File: config.mk
export PLATFORM = sky130hd
export DESIGN_NAME = serial_port
export DESIGN_NICKNAME = d
export VERILOG_FILES = /design/src/rtl/serial_port.sv
export SDC_FILE = /design/constraint.sdc
export NUM_CORES = 1
export LEC_CHECK = 0
export BUFFER_PORTS_ARGS = -buffer_cell sky130_fd_sc_hd__buf_2
export CORE_UTILIZATION = 48
export CTS_CLUSTER_SIZE = 12
export DETAILED_ROUTE_END_ITERATION = 10
export PLACE_DENSITY = 0.68
export RECOVER_POWER = 25
export SLEW_MARGIN = 20
export SYNTH_ARGS = -nofsm -noshare
export SYNTH_HDL_FRONTEND = slang
export SYNTH_SLANG_ARGS = --single-unit
File: constraint.sdc
create_clock -name clk -period 2.55 [get_ports clk]
set_clock_uncertainty 0.2 [all_clocks]
set_input_delay 0.255 -clock clk [delete_from_list [all_inputs] [get_ports clk]]
set_output_delay 0.255 -clock clk [all_outputs]
set_load 0.005 [all_outputs]
File: src/rtl/serial_port.sv
// 8051 serial port datapath (modes 1 and 3): transmits SBUF writes on txd, receives rxd
// into the receive buffer, and returns one-cycle TI/RI/RB8 update pulses to the SFR block.
module serial_port #(
    parameter int SYNC_STAGES = 2,
    parameter int OVERSAMPLE  = 16
) (
    input  logic       clk,
    input  logic       rst_n,
    input  logic [7:0] scon,
    input  logic       smod,
    input  logic       t1_ovf,
    input  logic       sbuf_wr,
    input  logic [7:0] sbuf_wdata,
    input  logic       rxd,
    output logic       txd,
    output logic [7:0] rx_data,
    output logic       rb8_set,
    output logic       rb8_val,
    output logic       ti_set,
    output logic       ri_set,
    output logic       tx_busy,
    output logic       rx_busy
);
    typedef enum logic [2:0] {TX_IDLE, TX_WAIT, TX_START, TX_DATA, TX_NINTH, TX_STOP} tx_state_t;
    typedef enum logic [2:0] {RX_IDLE, RX_START, RX_DATA, RX_NINTH, RX_STOP} rx_state_t;

    localparam logic [3:0] LAST_TICK = 4'(OVERSAMPLE - 1);

    logic mode_ok, sm0, sm2, ren, tb8, ri;
    assign sm0     = scon[7];
    assign mode_ok = scon[6];   // SM1=1 selects mode 1 or 3
    assign sm2     = scon[5];
    assign ren     = scon[4];
    assign tb8     = scon[3];
    assign ri      = scon[0];

    logic unused_scon;
    assign unused_scon = ^scon[2:1];

    logic presc, tick;
    assign tick = t1_ovf & (smod | presc);

    // NOTE: all state is updated with non-blocking assignments so every flop samples pre-edge values.
    always_ff @(posedge clk or negedge rst_n) begin
        if (!rst_n)      presc <= 1'b0;
        else if (t1_ovf) presc <= ~presc;
    end

    // ---------------- transmitter ----------------
    tx_state_t  tx_state, tx_state_d;
    logic [3:0] tx_cnt, tx_cnt_d;
    logic [2:0] tx_bit, tx_bit_d;
    logic [7:0] tx_shift, tx_shift_d;
    logic       tx_nine, tx_nine_d, tx_m3, tx_m3_d, txd_d, tx_bit_end;

    assign tx_bit_end = tick && (tx_cnt == LAST_TICK);

    // NOTE: every variable gets a default before the case so no path leaves it unassigned (no latch).
    always_comb begin
        tx_state_d = tx_state;
        tx_cnt_d   = tx_cnt;
        tx_bit_d   = tx_bit;
        tx_shift_d = tx_shift;
        tx_nine_d  = tx_nine;
        tx_m3_d    = tx_m3;
        if (tick && tx_state != TX_IDLE && tx_state != TX_WAIT) tx_cnt_d = tx_cnt + 4'd1;
        case (tx_state)
            TX_IDLE: if (sbuf_wr && mode_ok) begin
                tx_shift_d = sbuf_wdata;
                tx_nine_d  = tb8;
                tx_m3_d    = sm0;
                tx_state_d = TX_WAIT;
            end
            TX_WAIT: if (tick) begin
                tx_cnt_d   = 4'd0;
                tx_state_d = TX_START;
            end
            TX_START: if (tx_bit_end) begin
                tx_bit_d   = 3'd0;
                tx_state_d = TX_DATA;
            end
            TX_DATA: if (tx_bit_end) begin
                tx_shift_d = {1'b0, tx_shift[7:1]};
                if (tx_bit == 3'd7) tx_state_d = tx_m3 ? TX_NINTH : TX_STOP;
                else                tx_bit_d   = tx_bit + 3'd1;
            end
            TX_NINTH: if (tx_bit_end) tx_state_d = TX_STOP;
            TX_STOP:  if (tx_bit_end) tx_state_d = TX_IDLE;
            default:  tx_state_d = TX_IDLE;
        endcase
        case (tx_state_d)
            TX_START: txd_d = 1'b0;
            TX_DATA:  txd_d = tx_shift_d[0];
            TX_NINTH: txd_d = tx_nine_d;
            default:  txd_d = 1'b1;
        endcase
    end

    always_ff @(posedge clk or negedge rst_n) begin
        if (!rst_n) begin
            tx_state <= TX_IDLE;
            tx_cnt   <= '0;
            tx_bit   <= '0;
            tx_shift <= '0;
            tx_nine  <= 1'b0;
            tx_m3    <= 1'b0;
            txd      <= 1'b1;
            ti_set   <= 1'b0;
        end else begin
            tx_state <= tx_state_d;
            tx_cnt   <= tx_cnt_d;
            tx_bit   <= tx_bit_d;
            tx_shift <= tx_shift_d;
            tx_nine  <= tx_nine_d;
            tx_m3    <= tx_m3_d;
            txd      <= txd_d;
            ti_set   <= (tx_state_d == TX_STOP) && (tx_state != TX_STOP);
        end
    end

    assign tx_busy = (tx_state != TX_IDLE);

    // ---------------- receiver ----------------
    logic [SYNC_STAGES-1:0] sync;
    logic rx_s, rx_prev, fall;

    // Idle-high line: synchroniser resets to 1 so reset release cannot fake a start edge.
    always_ff @(posedge clk or negedge rst_n) begin
        if (!rst_n) begin
            sync    <= '1;
            rx_prev <= 1'b1;
        end else begin
            sync    <= {sync[SYNC_STAGES-2:0], rxd};
            rx_prev <= rx_s;
        end
    end
    assign rx_s = sync[SYNC_STAGES-1];
    assign fall = rx_prev & ~rx_s;

    rx_state_t  rx_state, rx_state_d;
    logic [3:0] rx_cnt, rx_cnt_d;
    logic [2:0] rx_bit, rx_bit_d;
    logic [7:0] rx_shift, rx_shift_d;
    logic       rx_m3, rx_m3_d, rx_b9, rx_b9_d, s7, s7_d, s8, s8_d;
    logic       vote, decide, rx_bit_end, accept, rb8_next;

    assign vote       = (s7 & s8) | (s7 & rx_s) | (s8 & rx_s);
    assign decide     = tick && (rx_cnt == 4'd9);
    assign rx_bit_end = tick && (rx_cnt == LAST_TICK);
    assign rb8_next   = rx_m3 ? rx_b9 : vote;

    always_comb begin
        rx_state_d = rx_state;
        rx_cnt_d   = rx_cnt;
        rx_bit_d   = rx_bit;
        rx_shift_d = rx_shift;
        rx_m3_d    = rx_m3;
        rx_b9_d    = rx_b9;
        s7_d       = s7;
        s8_d       = s8;
        accept     = 1'b0;
        if (rx_state != RX_IDLE && tick) begin
            rx_cnt_d = rx_cnt + 4'd1;
            if (rx_cnt == 4'd7) s7_d = rx_s;
            if (rx_cnt == 4'd8) s8_d = rx_s;
        end
        if (rx_state != RX_IDLE && !ren) begin
            rx_state_d = RX_IDLE;
        end else begin
            case (rx_state)
                RX_IDLE: if (fall && ren && mode_ok) begin
                    rx_cnt_d   = 4'd0;
                    rx_m3_d    = sm0;
                    rx_state_d = RX_START;
                end
                RX_START: begin
                    if (decide && vote) rx_state_d = RX_IDLE;
                    else if (rx_bit_end) begin
                        rx_bit_d   = 3'd0;
                        rx_state_d = RX_DATA;
                    end
                end
                RX_DATA: begin
                    if (decide) rx_shift_d = {vote, rx_shift[7:1]};
                    if (rx_bit_end) begin
                        if (rx_bit == 3'd7) rx_state_d = rx_m3 ? RX_NINTH : RX_STOP;
                        else                rx_bit_d   = rx_bit + 3'd1;
                    end
                end
                RX_NINTH: begin
                    if (decide)     rx_b9_d    = vote;
                    if (rx_bit_end) rx_state_d = RX_STOP;
                end
                RX_STOP: if (decide) begin
                    rx_state_d = RX_IDLE;
                    accept     = !ri && (!sm2 || (rx_m3 ? rx_b9 : vote));
                end
                default: rx_state_d = RX_IDLE;
            endcase
        end
    end

    always_ff @(posedge clk or negedge rst_n) begin
        if (!rst_n) begin
            rx_state <= RX_IDLE;
            rx_cnt   <= '0;
            rx_bit   <= '0;
            rx_shift <= '0;
            rx_m3    <= 1'b0;
            rx_b9    <= 1'b0;
            s7       <= 1'b1;
            s8       <= 1'b1;
            rx_data  <= '0;
            rb8_val  <= 1'b0;
            ri_set   <= 1'b0;
            rb8_set  <= 1'b0;
        end else begin
            rx_state <= rx_state_d;
            rx_cnt   <= rx_cnt_d;
            rx_bit   <= rx_bit_d;
            rx_shift <= rx_shift_d;
            rx_m3    <= rx_m3_d;
            rx_b9    <= rx_b9_d;
            s7       <= s7_d;
            s8       <= s8_d;
            ri_set   <= accept;
            rb8_set  <= accept;
            if (accept) begin
                rx_data <= rx_shift;
                rb8_val <= rb8_next;
            end
        end
    end

    assign rx_busy = (rx_state != RX_IDLE);

endmodule
==> results <==
- The synthesis-to-layout area growth is 19.6%.
- Port buffering added 34 buffers.
- The total power after layout is 2510 uW.
- The sum of negative setup slack is 0 ns.
- The actual slew at the worst max-slew pin is around 1.4 ns.
- The initial utilization of the core area, before any placement, comes to 0.504.
- Once detail routing completed, the nets flagged for antenna violations numbered 0.
- Among all flip-flop cells after synthesis, the most frequent one is sky130_fd_sc_hd__dfrtp_1.
- The floorplan step set the die height to 78.5 um.
- During I/O placement, the number of pins put on the boundary was 37.
- Averaged over all synthesized cells, the footprint is 11.1 sq um.
- Clock latency on the worst-skew pair, taken at its later pin, is 0.34 ns.
- The biggest area contributor in the post-synthesis netlist is sky130_fd_sc_hd__dfrtp_1.
- The fraction of the core area covered by cells at the end of the flow is 0.603.
- In this run the power density over the cells is 746 nW/um^2.
- The reg-to-reg endpoint is rx_data[3].
- The most frequent cell after synthesis is sky130_fd_sc_hd__dfrtp_1.
- In the global route stage, overall resource usage came out at 0.199.
- STA classifies the critical path startpoint as a primary input.
- The last weighted congestion value of the routability-driven placer is 0.835.
- By area the synthesized netlist is led by sky130_fd_sc_hd__dfrtp_1 46%, sky130_fd_sc_hd__mux2_2 6.0%, sky130_fd_sc_hd__dfstp_2 5.6%.
- For this block, the via count after detailed routing is 2087.
- After detailed routing, the total wire length is 5260 um.
- The estimated wirelength of the detail-placed design is 3550 um.
- During synthesis, Yosys emitted a total of 0 warnings.
- Static timing analysis puts the maximum clock frequency at between 400 and 500 MHz.
- Setup repair after global routing left no endpoint under its margin.
- In this run the most critical hold path is launched from scon[0].
- In the routed design, unresolved DRC markers number 0.
- In this run the horizontal extent of the chip is a little under 80 um.
- The final net count is 339.
- The ratio of routed vias to standard cells is 5.42.
- The die covers 6160 sq um.
- The flow ran to the end, and the final reports show no timing, DRC or antenna violations.
- The number of buffers created by CTS is 9.
- The worst-case clock buffer depth is 2.
- The initial antenna violation count was 0.
- The total leakage power is 0.00162 uW.
- Of the cells placed in the final design, the portion with a size suffix greater than 1 is 0.268.
- The worst register-to-register path begins at rx_cnt[1].
- The floorplan step defined a core boundary enclosing around 5600 sq um.
- The path class of the tightest hold or removal check is in2reg.
- The final count of pins violating max slew is 0.
- The final count of negative-setup-slack endpoints is 0.
- The register-to-register setup slack is 0.23 ns.
- The worst slew margin relative to its limit is 0.0703.
- The worst min-delay path endpoint is rb8_val.
- After technology mapping, the gate count stands at 252.
- The count of maximum capacitance violations is 0.
- The number of clock sinks is between 50 and 60.
- Entering global routing, the biggest net connects 59 pins.
- In this run the core area contains 27 standard-cell rows.
- STA classifies the critical path endpoint as a flip-flop.
- The number of placed instances, taps included, is 355.
- In this run, post-CTS repair resized a total of 0 instances.
- The cell at the root of the clock tree is sky130_fd_sc_hd__clkbuf_8.
- The routed design could run at a clock period as short as 2.41 ns.
- The first global-routing pass estimated approximately 9400 um of wire.
- Of the available clock period, the critical path in the final layout requires 0.946.
- The share of the Yosys chip area taken by registers is 0.519.
- The maximum fanout count along the critical path is 12.
- The data required time of the critical path is 2.57 ns.
- The TritonCTS clock tree is yes.
- Summing every instance area after synthesis gives 2810 sq um.
- For this run, asynchronously set or reset flops after synthesis account for 1.00.
- In this run the number of H-tree levels came out at 3.
- The register cell area after layout is about 1500 sq um.
- The worst endpoint data arrival time is 2.43 ns.
- The maximum vdd drop is 334 uV.
- The total overflow left after global routing is 0.
- The clock edge transition at the registers on the reported setup and hold paths is ~0.070 ns.
- Across all setup checks in the final design, the least slack found is approximately 0.14 ns.
- The total nets after synthesis is 283.
- The cell count of the worst reg-to-reg path is 6.
- The number of stages on the worst hold path is 3.
- Buffers inserted to repair hold after CTS numbered 14.
- The via count of the first global-routing pass was around 2100.
- Fill cells in the final layout number 504.
- The count of antenna diodes in the layout is 0.
- The count of cell types in the netlist is 54.
- In this run, synthesis produced a sequential element count of 58.
- For this block, the initial DRC count from the detailed router was 165.
- The non-filler instance count after layout is ~390.
- Timing analysis after detailed placement gives a worst setup slack of 0.221 ns.
- For this run, the detailed router's first-pass iteration total came to 4.
- Of the post-synthesis cell area, the dominant cell type holds 0.463.
- The number of flops mapped to enable cells by yosys is 0.
- The number of failing hold endpoints at the final stage is 0.
- The area taken by multi-input logic gates is 1270 sq um.
- In the synthesized netlist, the cells that appear most often are 52 x sky130_fd_sc_hd__dfrtp_1, 36 x sky130_fd_sc_hd__nand2_1, 15 x sky130_fd_sc_hd__mux2_2.
- The path type of the worst setup path is in2reg.
- In the final routed layout, each cell accounts on average for roughly 14 um.
- Post-CTS timing repair inserted 0 buffers for setup.
-- state kept, by name (all words and copies together), names as in the netlist, 2 cells and up, named ones only --
signal    count
rx_data       8
rx_state      3
rx_shift      8
rx_cnt        4
sync          2
tx_bit        3
tx_shift      8
tx_cnt        2
rx_bit        3
tx_state      3
-- worst max path at each step --
stage | end | cells past startpoint | from | slack (ns)
floorplan | rx_data[0] | 7 | rx_cnt[1] | 0.41
global placement | rx_data[0] | 6 | rx_cnt[1] | 0.26
detailed placement | rx_data[3] | 6 | rx_cnt[1] | 0.22
CTS | rx_bit[0] | 8 | t1_ovf | 0.20
global route | rx_data[6] | 7 | t1_ovf | 0.06
finish | rx_bit[0] | 8 | t1_ovf | 0.14
-- stage by stage --
stage	hold slack, ns	area (sq um)
floorplan	-0.241	2810
detailed placement	0.151	3060
finish	0.0375	3360
global placement	0.146	3060
CTS	0.0327	3370
global route	0.0371	3360
-- cells in the final DEF (no fill, tap or decap), drive strengths merged, types with 4 or more instances in the layout --
cell type,n
dfrtp,52
nand2,36
buf,32
mux2,23
clkbuf,17
dlygate4sd3,14
o21ai,13
nor2,12
ha,9
nand3,9
a21oi,7
inv,7
a22oi,7
a22o,6
nor3,6
dfstp,6
and3,5
mux2i,4
nor2b,4
clkinv,4
-- worst max-delay path, stage by stage --
cell and delay, ns:
sky130_fd_sc_hd__dlygate4sd3_1 0.54, sky130_fd_sc_hd__clkbuf_1 0.12, sky130_fd_sc_hd__o21a_1 0.13, sky130_fd_sc_hd__buf_4 0.18
sky130_fd_sc_hd__a41oi_1 0.35, sky130_fd_sc_hd__a21oi_1 0.11, sky130_fd_sc_hd__or4_1 0.46, sky130_fd_sc_hd__mux2_2 0.28
-- cell families (layout without fill, tap and decap cells) --
logic type / after synthesis / in the layout / share of synthesized area
flops: 58 / 58 / 0.519
compound gates: 48 / 48 / 0.115
simple gates: 90 / 90 / 0.166
fa+ha+maj: 10 / 10 / 0.0441
xor+xnor: 3 / 3 / 0.00936
mux: 27 / 27 / 0.117
buf+inv: 16 / 77 / 0.0285
-- power by group --
| group | switching [uW] | total, uW | internal (uW) |
|---|---|---|---|
| sequential | 162 | 1260 | 1100 |
| clock | 383 | 730 | 347 |
| combinational | 272 | 514 | 241 |
-- cell type report --
class,instances,area share
clock buffers,9,0.0369
flip-flops and latches,58,0.434
well taps,72,0.0268
clock inverters,7,0.0138
multi-input cells,178,0.378
inverters,7,0.00782
repair buffers,54,0.102
-- layer usage --
metal  track usage  vias up  share of wire
met3        0.0605       10          0.046
met2         0.310       54           0.45
met4        0.0685        0          0.016
li1              -     1020              -
met5             0        -              0
met1         0.262     1003           0.48
No activity file was read; power rests on OpenSTA's default activity.
